## src/rtl/mfp_adc_max10_arbiter_if.sv

```systemverilog
// -----------------------------------------------------------------------------
// mfp_adc_max10_arbiter_if
// Avalon-ST command/response stream between the request arbiter and the
// MAX10 modular-ADC core.
//   master : arbiter side   (drives ADC_C_*, samples ADC_C_Ready and ADC_R_*)
//   slave  : adc_core side  (samples ADC_C_*, drives ADC_C_Ready and ADC_R_*)
// Signals:
//   ADC_C_Valid/Channel/SOP/EOP  command beat towards the ADC
//   ADC_C_Ready                  ADC accepts the command beat
//   ADC_R_Valid/Channel/Data     single-beat conversion result
//   ADC_R_SOP/EOP                framing of the result (always one beat)
// -----------------------------------------------------------------------------
interface mfp_adc_max10_arbiter_if;
  logic        ADC_C_Valid;
  logic [4:0]  ADC_C_Channel;
  logic        ADC_C_SOP;
  logic        ADC_C_EOP;
  logic        ADC_C_Ready;
  logic        ADC_R_Valid;
  logic [4:0]  ADC_R_Channel;
  logic [11:0] ADC_R_Data;
  logic        ADC_R_SOP;
  logic        ADC_R_EOP;

  modport master (
    output ADC_C_Valid, ADC_C_Channel, ADC_C_SOP, ADC_C_EOP,
    input  ADC_C_Ready,
    input  ADC_R_Valid, ADC_R_Channel, ADC_R_Data, ADC_R_SOP, ADC_R_EOP
  );

  modport slave (
    input  ADC_C_Valid, ADC_C_Channel, ADC_C_SOP, ADC_C_EOP,
    output ADC_C_Ready,
    output ADC_R_Valid, ADC_R_Channel, ADC_R_Data, ADC_R_SOP, ADC_R_EOP
  );
endinterface

```

## src/rtl/mfp_adc_max10_arbiter.sv

```systemverilog
// -----------------------------------------------------------------------------
// mfp_adc_max10_arbiter
// Shares the single MAX10 ADC command/response stream between up to four
// requesters. Commands are granted round-robin, held in a one-entry output
// stage until the ADC takes them, and their requester index is kept in an
// in-order tag FIFO so each ADC response can be routed back to its issuer.
//
// Optional feature: define ADC_ARB_PRIORITY_EN to give requester 0 fixed top
// priority (the others stay round-robin among themselves).
//
// Ports:
//   CLK, RESET    clock and synchronous active-high reset
//   req_valid     per-requester command valid
//   req_channel   per-requester channel, requester i in [5i+4:5i]
//   req_ready     one-hot grant (combinational)
//   rsp_valid     one-hot, one-cycle response strobe (registered)
//   rsp_channel   channel of the routed response (registered)
//   rsp_data      sample of the routed response (registered)
//   err           sticky: orphan response or channel mismatch
//   adc           master side of the ADC command/response stream
// -----------------------------------------------------------------------------
module mfp_adc_max10_arbiter #(
  parameter int REQ_COUNT       = 4,
  parameter int MAX_OUTSTANDING = 4
) (
  input  logic                     CLK,
  input  logic                     RESET,
  input  logic [REQ_COUNT-1:0]     req_valid,
  input  logic [5*REQ_COUNT-1:0]   req_channel,
  output logic [REQ_COUNT-1:0]     req_ready,
  output logic [REQ_COUNT-1:0]     rsp_valid,
  output logic [4:0]               rsp_channel,
  output logic [11:0]              rsp_data,
  output logic                     err,
  mfp_adc_max10_arbiter_if.master  adc
);

  localparam int PTR_W = $clog2(MAX_OUTSTANDING);
  localparam int CNT_W = PTR_W + 1;
  localparam logic [1:0] LAST_RESET = 2'(REQ_COUNT - 1);

  logic                 stage_valid_r;
  logic [4:0]           stage_chan_r;
  logic [1:0]           stage_tag_r;
  logic [1:0]           last_grant_r;
  logic [1:0]           tag_mem_r  [MAX_OUTSTANDING];
  logic [4:0]           chan_mem_r [MAX_OUTSTANDING];
  logic [PTR_W-1:0]     wr_ptr_r;
  logic [PTR_W-1:0]     rd_ptr_r;
  logic [CNT_W-1:0]     fifo_cnt_r;
  logic [REQ_COUNT-1:0] rsp_valid_r;
  logic [4:0]           rsp_channel_r;
  logic [11:0]          rsp_data_r;
  logic                 err_r;

  logic                 stage_free_s;
  logic [CNT_W-1:0]     out_cnt_s;
  logic                 grant_s;
  logic [1:0]           grant_idx_s;
  logic [2:0]           cand_s;
  logic [4:0]           grant_chan_s;
  logic [REQ_COUNT-1:0] req_ready_s;
  logic                 push_s;
  logic                 pop_s;
  logic                 fifo_empty_s;
  logic [1:0]           head_tag_s;
  logic [4:0]           head_chan_s;
  logic [REQ_COUNT-1:0] rsp_onehot_s;
  logic                 unused_s;

  // Stage/FIFO bookkeeping shared by grant and update logic.
  assign stage_free_s = !stage_valid_r || adc.ADC_C_Ready;
  assign out_cnt_s    = fifo_cnt_r + CNT_W'(stage_valid_r);
  assign push_s       = stage_valid_r && adc.ADC_C_Ready;
  assign fifo_empty_s = (fifo_cnt_r == CNT_W'(0));
  assign pop_s        = adc.ADC_R_Valid && !fifo_empty_s;
  assign head_tag_s   = tag_mem_r[rd_ptr_r];
  assign head_chan_s  = chan_mem_r[rd_ptr_r];
  assign unused_s     = adc.ADC_R_SOP ^ adc.ADC_R_EOP;

  // Round-robin search from last_grant+1; outstanding count uses registered
  // state only, so a response frees a slot one cycle later.
  always_comb begin
    grant_s     = 1'b0;
    grant_idx_s = 2'd0;
    cand_s      = 3'd0;
`ifdef ADC_ARB_PRIORITY_EN
    if (req_valid[0]) begin
      grant_s     = 1'b1;
      grant_idx_s = 2'd0;
    end else begin
      grant_s     = 1'b0;
    end
`endif
    for (int off = 1; off <= REQ_COUNT; off++) begin
      cand_s = {1'b0, last_grant_r} + 3'(off);
      if (cand_s >= 3'(REQ_COUNT)) begin
        cand_s = cand_s - 3'(REQ_COUNT);
      end else begin
        cand_s = cand_s;
      end
      if (!grant_s && req_valid[cand_s[1:0]]) begin
        grant_s     = 1'b1;
        grant_idx_s = cand_s[1:0];
      end else begin
        grant_s     = grant_s;
      end
    end
    if (!(stage_free_s && (out_cnt_s < CNT_W'(MAX_OUTSTANDING)) && !RESET)) begin
      grant_s = 1'b0;
    end else begin
      grant_s = grant_s;
    end
  end

  // Channel mux and one-hot decodes for grant and response routing.
  always_comb begin
    grant_chan_s = 5'd0;
    req_ready_s  = '0;
    rsp_onehot_s = '0;
    for (int i = 0; i < REQ_COUNT; i++) begin
      if (grant_idx_s == 2'(i)) begin
        grant_chan_s = req_channel[5*i +: 5];
      end else begin
        grant_chan_s = grant_chan_s;
      end
      req_ready_s[i]  = grant_s && (grant_idx_s == 2'(i));
      rsp_onehot_s[i] = (head_tag_s == 2'(i));
    end
  end

  // Output stage and round-robin pointer.
  always_ff @(posedge CLK) begin
    if (RESET) begin
      stage_valid_r <= 1'b0;
      stage_chan_r  <= 5'd0;
      stage_tag_r   <= 2'd0;
      last_grant_r  <= LAST_RESET;
    end else begin
      if (stage_free_s) begin
        stage_valid_r <= grant_s;
        if (grant_s) begin
          stage_chan_r <= grant_chan_s;
          stage_tag_r  <= grant_idx_s;
        end
      end
`ifdef ADC_ARB_PRIORITY_EN
      if (grant_s && (grant_idx_s != 2'd0)) begin
        last_grant_r <= grant_idx_s;
      end
`else
      if (grant_s) begin
        last_grant_r <= grant_idx_s;
      end
`endif
    end
  end

  // In-order tag FIFO of commands the ADC has accepted.
  always_ff @(posedge CLK) begin
    if (RESET) begin
      wr_ptr_r   <= PTR_W'(0);
      rd_ptr_r   <= PTR_W'(0);
      fifo_cnt_r <= CNT_W'(0);
      for (int i = 0; i < MAX_OUTSTANDING; i++) begin
        tag_mem_r[i]  <= 2'd0;
        chan_mem_r[i] <= 5'd0;
      end
    end else begin
      if (push_s) begin
        tag_mem_r[wr_ptr_r]  <= stage_tag_r;
        chan_mem_r[wr_ptr_r] <= stage_chan_r;
        wr_ptr_r             <= wr_ptr_r + PTR_W'(1);
      end
      if (pop_s) begin
        rd_ptr_r <= rd_ptr_r + PTR_W'(1);
      end
      case ({push_s, pop_s})
        2'b10:   fifo_cnt_r <= fifo_cnt_r + CNT_W'(1);
        2'b01:   fifo_cnt_r <= fifo_cnt_r - CNT_W'(1);
        default: fifo_cnt_r <= fifo_cnt_r;
      endcase
    end
  end

  // Response routing and sticky error flag.
  always_ff @(posedge CLK) begin
    if (RESET) begin
      rsp_valid_r   <= '0;
      rsp_channel_r <= 5'd0;
      rsp_data_r    <= 12'd0;
      err_r         <= 1'b0;
    end else begin
      rsp_valid_r <= '0;
      if (pop_s) begin
        rsp_valid_r   <= rsp_onehot_s;
        rsp_channel_r <= adc.ADC_R_Channel;
        rsp_data_r    <= adc.ADC_R_Data;
        if (adc.ADC_R_Channel != head_chan_s) begin
          err_r <= 1'b1;
        end
      end else if (adc.ADC_R_Valid) begin
        err_r <= 1'b1;
      end
    end
  end

  assign req_ready         = req_ready_s;
  assign rsp_valid         = rsp_valid_r;
  assign rsp_channel       = rsp_channel_r;
  assign rsp_data          = rsp_data_r;
  assign err               = err_r;
  assign adc.ADC_C_Valid   = stage_valid_r;
  assign adc.ADC_C_SOP     = stage_valid_r;
  assign adc.ADC_C_EOP     = stage_valid_r;
  assign adc.ADC_C_Channel = stage_chan_r;

endmodule
```

## src/flat_wrapper.sv

```systemverilog
// flat-port wrapper written by rule: the top's interface ports become plain ports
module mfp_adc_max10_arbiter_flat 
#(
  parameter int REQ_COUNT       = 4,
  parameter int MAX_OUTSTANDING = 4
)
  (CLK, RESET, req_valid, req_channel, req_ready, rsp_valid, rsp_channel, rsp_data, err, adc_ADC_C_Valid, adc_ADC_C_Channel, adc_ADC_C_SOP, adc_ADC_C_EOP, adc_ADC_C_Ready, adc_ADC_R_Valid, adc_ADC_R_Channel, adc_ADC_R_Data, adc_ADC_R_SOP, adc_ADC_R_EOP);
  mfp_adc_max10_arbiter_if adc_i ();
  input  logic CLK;
  input  logic RESET;
  input  logic [REQ_COUNT-1:0] req_valid;
  input  logic [5*REQ_COUNT-1:0] req_channel;
  output logic [REQ_COUNT-1:0] req_ready;
  output logic [REQ_COUNT-1:0] rsp_valid;
  output logic [4:0] rsp_channel;
  output logic [11:0] rsp_data;
  output logic err;
  output wire logic [$bits(adc_i.ADC_C_Valid)-1:0] adc_ADC_C_Valid;
  output wire logic [$bits(adc_i.ADC_C_Channel)-1:0] adc_ADC_C_Channel;
  output wire logic [$bits(adc_i.ADC_C_SOP)-1:0] adc_ADC_C_SOP;
  output wire logic [$bits(adc_i.ADC_C_EOP)-1:0] adc_ADC_C_EOP;
  input wire logic [$bits(adc_i.ADC_C_Ready)-1:0] adc_ADC_C_Ready;
  input wire logic [$bits(adc_i.ADC_R_Valid)-1:0] adc_ADC_R_Valid;
  input wire logic [$bits(adc_i.ADC_R_Channel)-1:0] adc_ADC_R_Channel;
  input wire logic [$bits(adc_i.ADC_R_Data)-1:0] adc_ADC_R_Data;
  input wire logic [$bits(adc_i.ADC_R_SOP)-1:0] adc_ADC_R_SOP;
  input wire logic [$bits(adc_i.ADC_R_EOP)-1:0] adc_ADC_R_EOP;
  assign adc_ADC_C_Valid = adc_i.ADC_C_Valid;
  assign adc_ADC_C_Channel = adc_i.ADC_C_Channel;
  assign adc_ADC_C_SOP = adc_i.ADC_C_SOP;
  assign adc_ADC_C_EOP = adc_i.ADC_C_EOP;
  assign adc_i.ADC_C_Ready = adc_ADC_C_Ready;
  assign adc_i.ADC_R_Valid = adc_ADC_R_Valid;
  assign adc_i.ADC_R_Channel = adc_ADC_R_Channel;
  assign adc_i.ADC_R_Data = adc_ADC_R_Data;
  assign adc_i.ADC_R_SOP = adc_ADC_R_SOP;
  assign adc_i.ADC_R_EOP = adc_ADC_R_EOP;
  mfp_adc_max10_arbiter #(.REQ_COUNT(REQ_COUNT), .MAX_OUTSTANDING(MAX_OUTSTANDING)) u_core (.CLK(CLK), .RESET(RESET), .req_valid(req_valid), .req_channel(req_channel), .req_ready(req_ready), .rsp_valid(rsp_valid), .rsp_channel(rsp_channel), .rsp_data(rsp_data), .err(err), .adc(adc_i));
endmodule
```

## config.mk

```make
export PLATFORM = sky130hd
export DESIGN_NAME = mfp_adc_max10_arbiter_flat
export DESIGN_NICKNAME = d
export VERILOG_FILES = /design/src/rtl/mfp_adc_max10_arbiter_if.sv /design/src/rtl/mfp_adc_max10_arbiter.sv /design/src/flat_wrapper.sv
export SDC_FILE = /design/constraint.sdc
export NUM_CORES = 1
export LEC_CHECK = 0
export BUFFER_PORTS_ARGS = -buffer_cell sky130_fd_sc_hd__buf_4
export CORE_MARGIN = 4
export CORE_UTILIZATION = 45
export CTS_CLUSTER_SIZE = 10
export DETAILED_ROUTE_END_ITERATION = 8
export GPL_ROUTABILITY_DRIVEN = 0
export HOLD_SLACK_MARGIN = 0.1
export PLACE_DENSITY = 0.78
export SETUP_SLACK_MARGIN = 0.02
export SKIP_CTS_REPAIR_TIMING = 1
export SLEW_MARGIN = 20
export SYNTH_ARGS = -nofsm -noshare
export SYNTH_HDL_FRONTEND = slang
export SYNTH_SLANG_ARGS = --single-unit
```

## constraint.sdc

```tcl
create_clock -name CLK -period 6.7 [get_ports CLK]
set_input_delay 1.34 -clock CLK [delete_from_list [all_inputs] [get_ports CLK]]
set_output_delay 1.34 -clock CLK [all_outputs]
set_load 0.005 [all_outputs]
```

==> results of run 1 <==
-- metal layers --
metal  global-route usage, %  wire [um]  vias up
met5                       0          0        -
met4                    6.28        103        0
met3                    4.47        452       12
met2                    30.2       3360       72
met1                    18.7       2800     1141
li1                        -          -     1218
-- critical path: stages --
cell     delay (ns)
buf_4          0.13
o21a_1         0.17
o21ai_1        0.48
and2_1         0.45
nor3_1         0.11
buf_4          0.16
-- through the flow --
stage / total power [mW] / hold slack (ns) / instances
floorplan: 0.691 / 0.453 / 303
global placement: 0.775 / 0.442 / 460
detailed placement: 0.787 / 0.447 / 460
CTS: 1.15 / 0.458 / 476
global route: 1.20 / 0.476 / 476
finish: 1.14 / 0.457 / 476
-- report_power, final --
group          switching (mW)  total (mW)  internal (mW)
combinational           0.127       0.249          0.121
sequential             0.0408       0.525          0.484
clock                   0.163       0.367          0.204
total                   0.331        1.14          0.810
-- cell families (layout without fill, tap and decap cells) --
| group | count (synthesis) | after routing | share of synthesized area (%) |
|---|---|---|---|
| and+or+nand+nor | 120 | 120 | 19.4 |
| AOI/OAI and AO/OA | 69 | 69 | 14.4 |
| DFF | 69 | 69 | 53.0 |
| buffers and inverters | 24 | 101 | 4.07 |
| xor gates and xnor gates | 11 | 11 | 3.07 |
| muxes | 8 | 8 | 5.14 |
| adders and majority gates | 2 | 2 | 1.04 |
-- cell type report --
| class | count | area share [%] |
|---|---|---|
| clock buffer | 12 | 5.00 |
| sequential | 69 | 41.7 |
| multi-input combinational | 210 | 34.2 |
| timing repair buffer | 78 | 14.7 |
| tap | 96 | 3.02 |
| inverter | 7 | 0.660 |
| clock inverter | 4 | 0.754 |
-- flip-flops by register name, summed over array words and instances, names as in the netlist, 2 cells and up, named ones only --
register,cells
u_core.rd_ptr_r,2
u_core.chan_mem_r,20
u_core.stage_tag_r,2
u_core.wr_ptr_r,2
u_core.fifo_cnt_r,3
u_core.adc.ADC_C_Channel,5
u_core.rsp_valid,4
u_core.tag_mem_r,8
u_core.rsp_data,12
u_core.rsp_channel,5
u_core.last_grant_r,2
-- layout by cell type, fill, tap and decap left out, types with 3 or more instances in the layout --
| cell type | synthesis | layout |
|---|---|---|
| dfxtp_1 | 41 | 41 |
| edfxtp_1 | 28 | 28 |
| o21ai_0 | 6 | 3 |
| inv_1 | 6 | 6 |
| nor2b_1 | 5 | 5 |
| nand3_1 | 6 | 6 |
| mux4_1 | 5 | 5 |
| clkbuf_16 | 0 | 3 |
| or3_1 | 3 | 3 |
| buf_4 | 3 | 78 |
| nor2_1 | 15 | 15 |
| mux2i_1 | 3 | 3 |
| and2_1 | 31 | 31 |
| o31ai_1 | 6 | 5 |
| clkbuf_8 | 0 | 9 |
| a21oi_1 | 26 | 26 |
| a21boi_0 | 10 | 10 |
| o21a_1 | 3 | 3 |
| o21ai_1 | 1 | 4 |
| xnor2_1 | 5 | 5 |
| nor3_1 | 5 | 5 |
| nand2_1 | 43 | 43 |
| xor2_1 | 6 | 6 |
| a211oi_1 | 10 | 10 |
-- final timing paths --
kind	endpoint	slack, ns	from	cells past startpoint
worst min register to register	u_core.rsp_data[10]	0.46	u_core.rsp_data[10]	2
worst max-delay path	req_ready[0]	2.52	req_valid[0]	6
worst min-delay path	u_core.rsp_data[10]	0.46	u_core.rsp_data[10]	2
worst max register to register	u_core.fifo_cnt_r[2]	3.80	u_core.fifo_cnt_r[1]	9
==> reports/qor.yml, run 1 <==
drt:
  ant_nets: 0
  wl_per_cell_um: 14.1
  drc: 0
  first_pass_iters: 4
  via_count: 2443
  drt-initial-drc-count: 89
  vias_per_cell: 5.13
  drt-total-wl_um: 6720
sta:
  finClkSkew_ns: 0.00734
  timing.final.crit_share_pct: 62.4
  timing.fmax_mhz: 239
  final-hold-violation-count: 0
  tightest_slew_ns: 1.08
  max_slew_margin_pct: 27.4
  rsz0062_at_grt: "false"
  setup_slack_ns: 2.52
  setup_viol: 0
  fin_crit_ns: 4.18
  fin_tns_setup_ns: 0
  drv_slew: 0
clocking:
  numCtsBuffers: 9
  cts_tree: "yes"
  clk_pin_slew_ns: 0.08
  cts.sinks: 69
  clk_latency_ns: 0.35
  cts_root_buf: "clkbuf_8"
  clock_path_buffers: 2
  cts_max_level: 3
floorplanning:
  die_area_mm2: 0.00837
  die_w_um: 91.5
  die_h_um: 91.5
  initial_core_util_pct: 46.2
  rows: 30
  ios: 81
  coreArea_mm2: 0.00679
placement:
  io_buffers: 78
  place_area_mm2: 0.00375
  dpl.hpwl_um: 4960
  place_ws_ns: 2.51
grt:
  antenna_found_initial: 0
  track_usage_pct: 16.8
  grt_pass1_wl_um: 11200
  grt_pass1_vias: 2479
  grt_max_degree: 39
  overflow: 0
finish:
  nets: 424
  stdcell_area_mm2: 0.00398
  areaGrowthSynthToFinish_pct: 26.9
  multiInputGateArea_mm2: 0.00136
  final.fill_count: 577
  seq_area_mm2: 0.00166
  final_util_pct: 58.6
  antenna_cells: 0
  drive_gt1_share_pct: 26.8
logic_synthesis:
  synth_ff_type: "dfxtp_1"
  syn_area_per_cell_um2: 10.4
  synth_cells: 303
  yosys-top-cells-area: "edfxtp_1, dfxtp_1, and2_1"
  yosysMostFrequentCell: "nand2_1"
  syn_area_mm2: 0.00314
  synth_seq_area_share_pct: 53.0
  synth_commonest_cells: "nand2_1, dfxtp_1, and2_1"
  yosysTopAreaCell: "edfxtp_1"
  async_flop_share_pct: 0
  ys_warn_count: 0
  synth_edf_count: 28
  yosysUniqueCellTypes: 43
  synth_top_area_share_pct: 26.8
  syn-num-nets: 352
  ys_ff_latch: 69
critical_path:
  crit_type: "primary input to output port"
  required_ns: 5.36
  path_max_fanout: 12
  cp-start-kind: "primary input"
  cp.arrival_ns: 2.84
  end_kind: "output port"
power:
  powerDensity_mw_per_mm2: 286
  p_leak_nw: 1.58
  ir_drop_mv: 0.113
worst_hold_path:
  min-delay-path-class: "flop to flop"
status:
  status: "complete, no violations"
job:
  cap_violations: 0
No activity file was read; power rests on OpenSTA's default activity.
==> run 2: changes to the inputs <==
--- a/config.mk
+++ b/config.mk
@@ -5,6 +5,7 @@
 export SDC_FILE = /design/constraint.sdc
 export NUM_CORES = 1
 export LEC_CHECK = 0
+export ABC_AREA = 1
 export BUFFER_PORTS_ARGS = -buffer_cell sky130_fd_sc_hd__buf_4
 export CORE_MARGIN = 4
 export CORE_UTILIZATION = 45
@@ -12,7 +13,7 @@
 export DETAILED_ROUTE_END_ITERATION = 8
 export GPL_ROUTABILITY_DRIVEN = 0
 export HOLD_SLACK_MARGIN = 0.1
-export PLACE_DENSITY = 0.78
+export PLACE_DENSITY = 0.8
 export SETUP_SLACK_MARGIN = 0.02
 export SKIP_CTS_REPAIR_TIMING = 1
 export SLEW_MARGIN = 20
==> constraint.sdc (replaced) <==
create_clock -name CLK -period 3.51 [get_ports CLK]
set_input_delay 0.702 -clock CLK [delete_from_list [all_inputs] [get_ports CLK]]
set_output_delay 0.702 -clock CLK [all_outputs]
set_load 0.005 [all_outputs]
==> reports/qor.yml, run 2 <==
floorplanning:
  die_h_um: 94.2
  initial_core_util_pct: 46.1
  die_area_mm2: 0.00888
  ios: 81
  die_w_um: 94.2
  coreArea_mm2: 0.00725
  rows: 31
finish:
  nets: 541
  layout_common_cells: "buf_4, nor2_1, nand2_1"
  antenna_cells: 0
  largest-register: "u_core.chan_mem_r"
  layout_commonest_cell: "buf_4"
  drive_gt1_share_pct: 24.9
  multiInputGateArea_mm2: 0.00141
  areaGrowthSynthToFinish_pct: 25.1
  seq_area_mm2: 0.00166
  final.fill_count: 665
  final_util_pct: 57.7
  largest_reg_flops: 20
placement:
  io_buffers: 78
  dpl.hpwl_um: 5280
power:
  p_leak_nw: 1.84
  powerDensity_mw_per_mm2: 771
  ir_drop_mv: 0.505
sta:
  fin_crit_ns: 3.07
  setup_viol: 0
  tightest_slew_ns: 1.03
  max_slew_margin_pct: 30.6
  timing.fmax_mhz: 326
  drv_slew: 0
  rsz0062_at_grt: "false"
  final-hold-violation-count: 0
  finClkSkew_ns: 0.00539
  timing.final.crit_share_pct: 87.4
  fin_tns_setup_ns: 0
critical_path:
  path_max_fanout: 11
  required_ns: 2.81
  crit_top_cell: "nand2_1"
  crit_type: "flop to output port"
  cpPeakStageDelay_ns: 0.31
  cp.arrival_ns: 2.37
  crit_chain: "buf_4, inv_2, nand2_1, nand2_1, nand2_1, nand2_1, nor2_4, nand2_2, o21ai_4, inv_2, nand2_1, nor2_1, buf_4"
  cp-start-kind: "flop"
  end_kind: "output port"
  slowest_stage: "dfxtp_1"
job:
  cap_violations: 0
logic_synthesis:
  syn-num-nets: 463
  yosysMostFrequentCell: "nor2_1"
  synth_top_family_by_area: "simple AND/OR/NAND/NOR gates"
  muxShareOfSynthArea_pct: 0
  synth_fa_ha_area_share_pct: 0.973
  async_flop_share_pct: 0
  ys_ff_latch: 69
  synth_top_area_share_pct: 25.1
  yosys-top-cells-area: "edfxtp_1, dfxtp_1, nor2_1"
  ys_warn_count: 0
  yosysUniqueCellTypes: 37
  synth_seq_area_share_pct: 49.7
  synth_cells: 414
  synth_simple_gate_area_share_pct: 28.0
  synthXorXnorAreaFrac_pct: 0.786
  syn_area_per_cell_um2: 8.08
  synth_commonest_cells: "nor2_1, nand2_1, inv_1"
  yosysTopAreaCell: "edfxtp_1"
  synth_ff_type: "dfxtp_1"
  synth_compound_area_share_pct: 12.3
  syn_area_mm2: 0.00334
  synth_edf_count: 28
drt:
  first_pass_iters: 4
  vias_per_cell: 4.71
  drc: 0
  drt-total-wl_um: 6900
  drt-initial-drc-count: 139
  via_count: 2805
  wl_per_cell_um: 11.6
  ant_nets: 0
clocking:
  clock_path_buffers: 2
  cts_tree: "yes"
  cts.sinks: 69
  cts_root_buf: "clkbuf_8"
  numCtsBuffers: 9
  cts_max_level: 3
  clk_pin_slew_ns: 0.07
  clk_latency_ns: 0.34
status:
  status: "complete, no violations"
grt:
  track_usage_pct: 16.4
  grt_pass1_wl_um: 11600
  antenna_found_initial: 0
  grt_max_degree: 30
  grt_pass1_vias: 2689
  overflow: 0
worst_hold_path:
  min-delay-path-class: "flop to flop"
[run 2: layout make-up]
cell class	instances	share of cell area, %
clock buffers	10	3.05
clock inverters	6	1.52
inverters	49	4.39
multi-input cells	281	33.7
flip-flops and latches	69	39.7
well taps	99	2.96
repair buffers	82	14.7
[run 2: worst paths after layout]
path	from	to	slack (ns)	cells after the start
min	u_core.stage_tag_r[1]	u_core.stage_tag_r[1]	0.47	2
max	u_core.last_grant_r[0]	req_ready[3]	0.44	13
max reg2reg	u_core.fifo_cnt_r[0]	u_core.fifo_cnt_r[2]	1.32	12
min reg2reg	u_core.stage_tag_r[1]	u_core.stage_tag_r[1]	0.47	2
[run 2: cells by family after synthesis]
logic type                 after synthesis
and+or+nand+nor                        208
DFF                                     69
AOI/OAI and AO/OA                       68
buffers and inverters                   64
xor gates and xnor gates                 3
adders and majority gates                2
[run 2: report_power, final]
| group | total, mW | internal, mW | switching [mW] | leakage (nW) |
|---|---|---|---|---|
| logic | 1.47 | 0.609 | 0.859 | 1.12 |
| clock network | 0.619 | 0.326 | 0.293 | 0.0923 |
| registers | 1.14 | 1.01 | 0.127 | 0.626 |
| total | 3.23 | 1.95 | 1.28 | 1.84 |
[run 2: worst max-delay path, delay by kind of cell (launching register included)]
kind / cells / cell delay, ns
AOI/OAI and AO/OA: 1 / 0.28
buffers and inverters: 4 / 0.58
DFF: 1 / 0.31
and+or+nand+nor: 8 / 0.86
[run 2: per-layer routing]
metal  wire length [um]  vias up  track usage (%)
li1                   -     1505                -
met2               3150       87             28.0
met1               3140     1205             19.4
met4                 72        0             4.57
met5                  0        -                0
met3                539        8             5.85
[run 2: per-stage QoR]
step | setup slack [ns] | power, mW | cells | hold WS, ns | instance area (um2)
3_3_place_gp | 0.632 | 2.59 | 580 | 0.460 | 3990
5_1_grt | 0.267 | 3.51 | 596 | 0.485 | 4190
6_report | 0.441 | 3.23 | 596 | 0.470 | 4190
3_5_place_dp | 0.610 | 2.63 | 580 | 0.460 | 3990
2_1_floorplan | 1.09 | 2.23 | 414 | 0.445 | 3340
4_1_cts | 0.428 | 3.25 | 596 | 0.471 | 4190
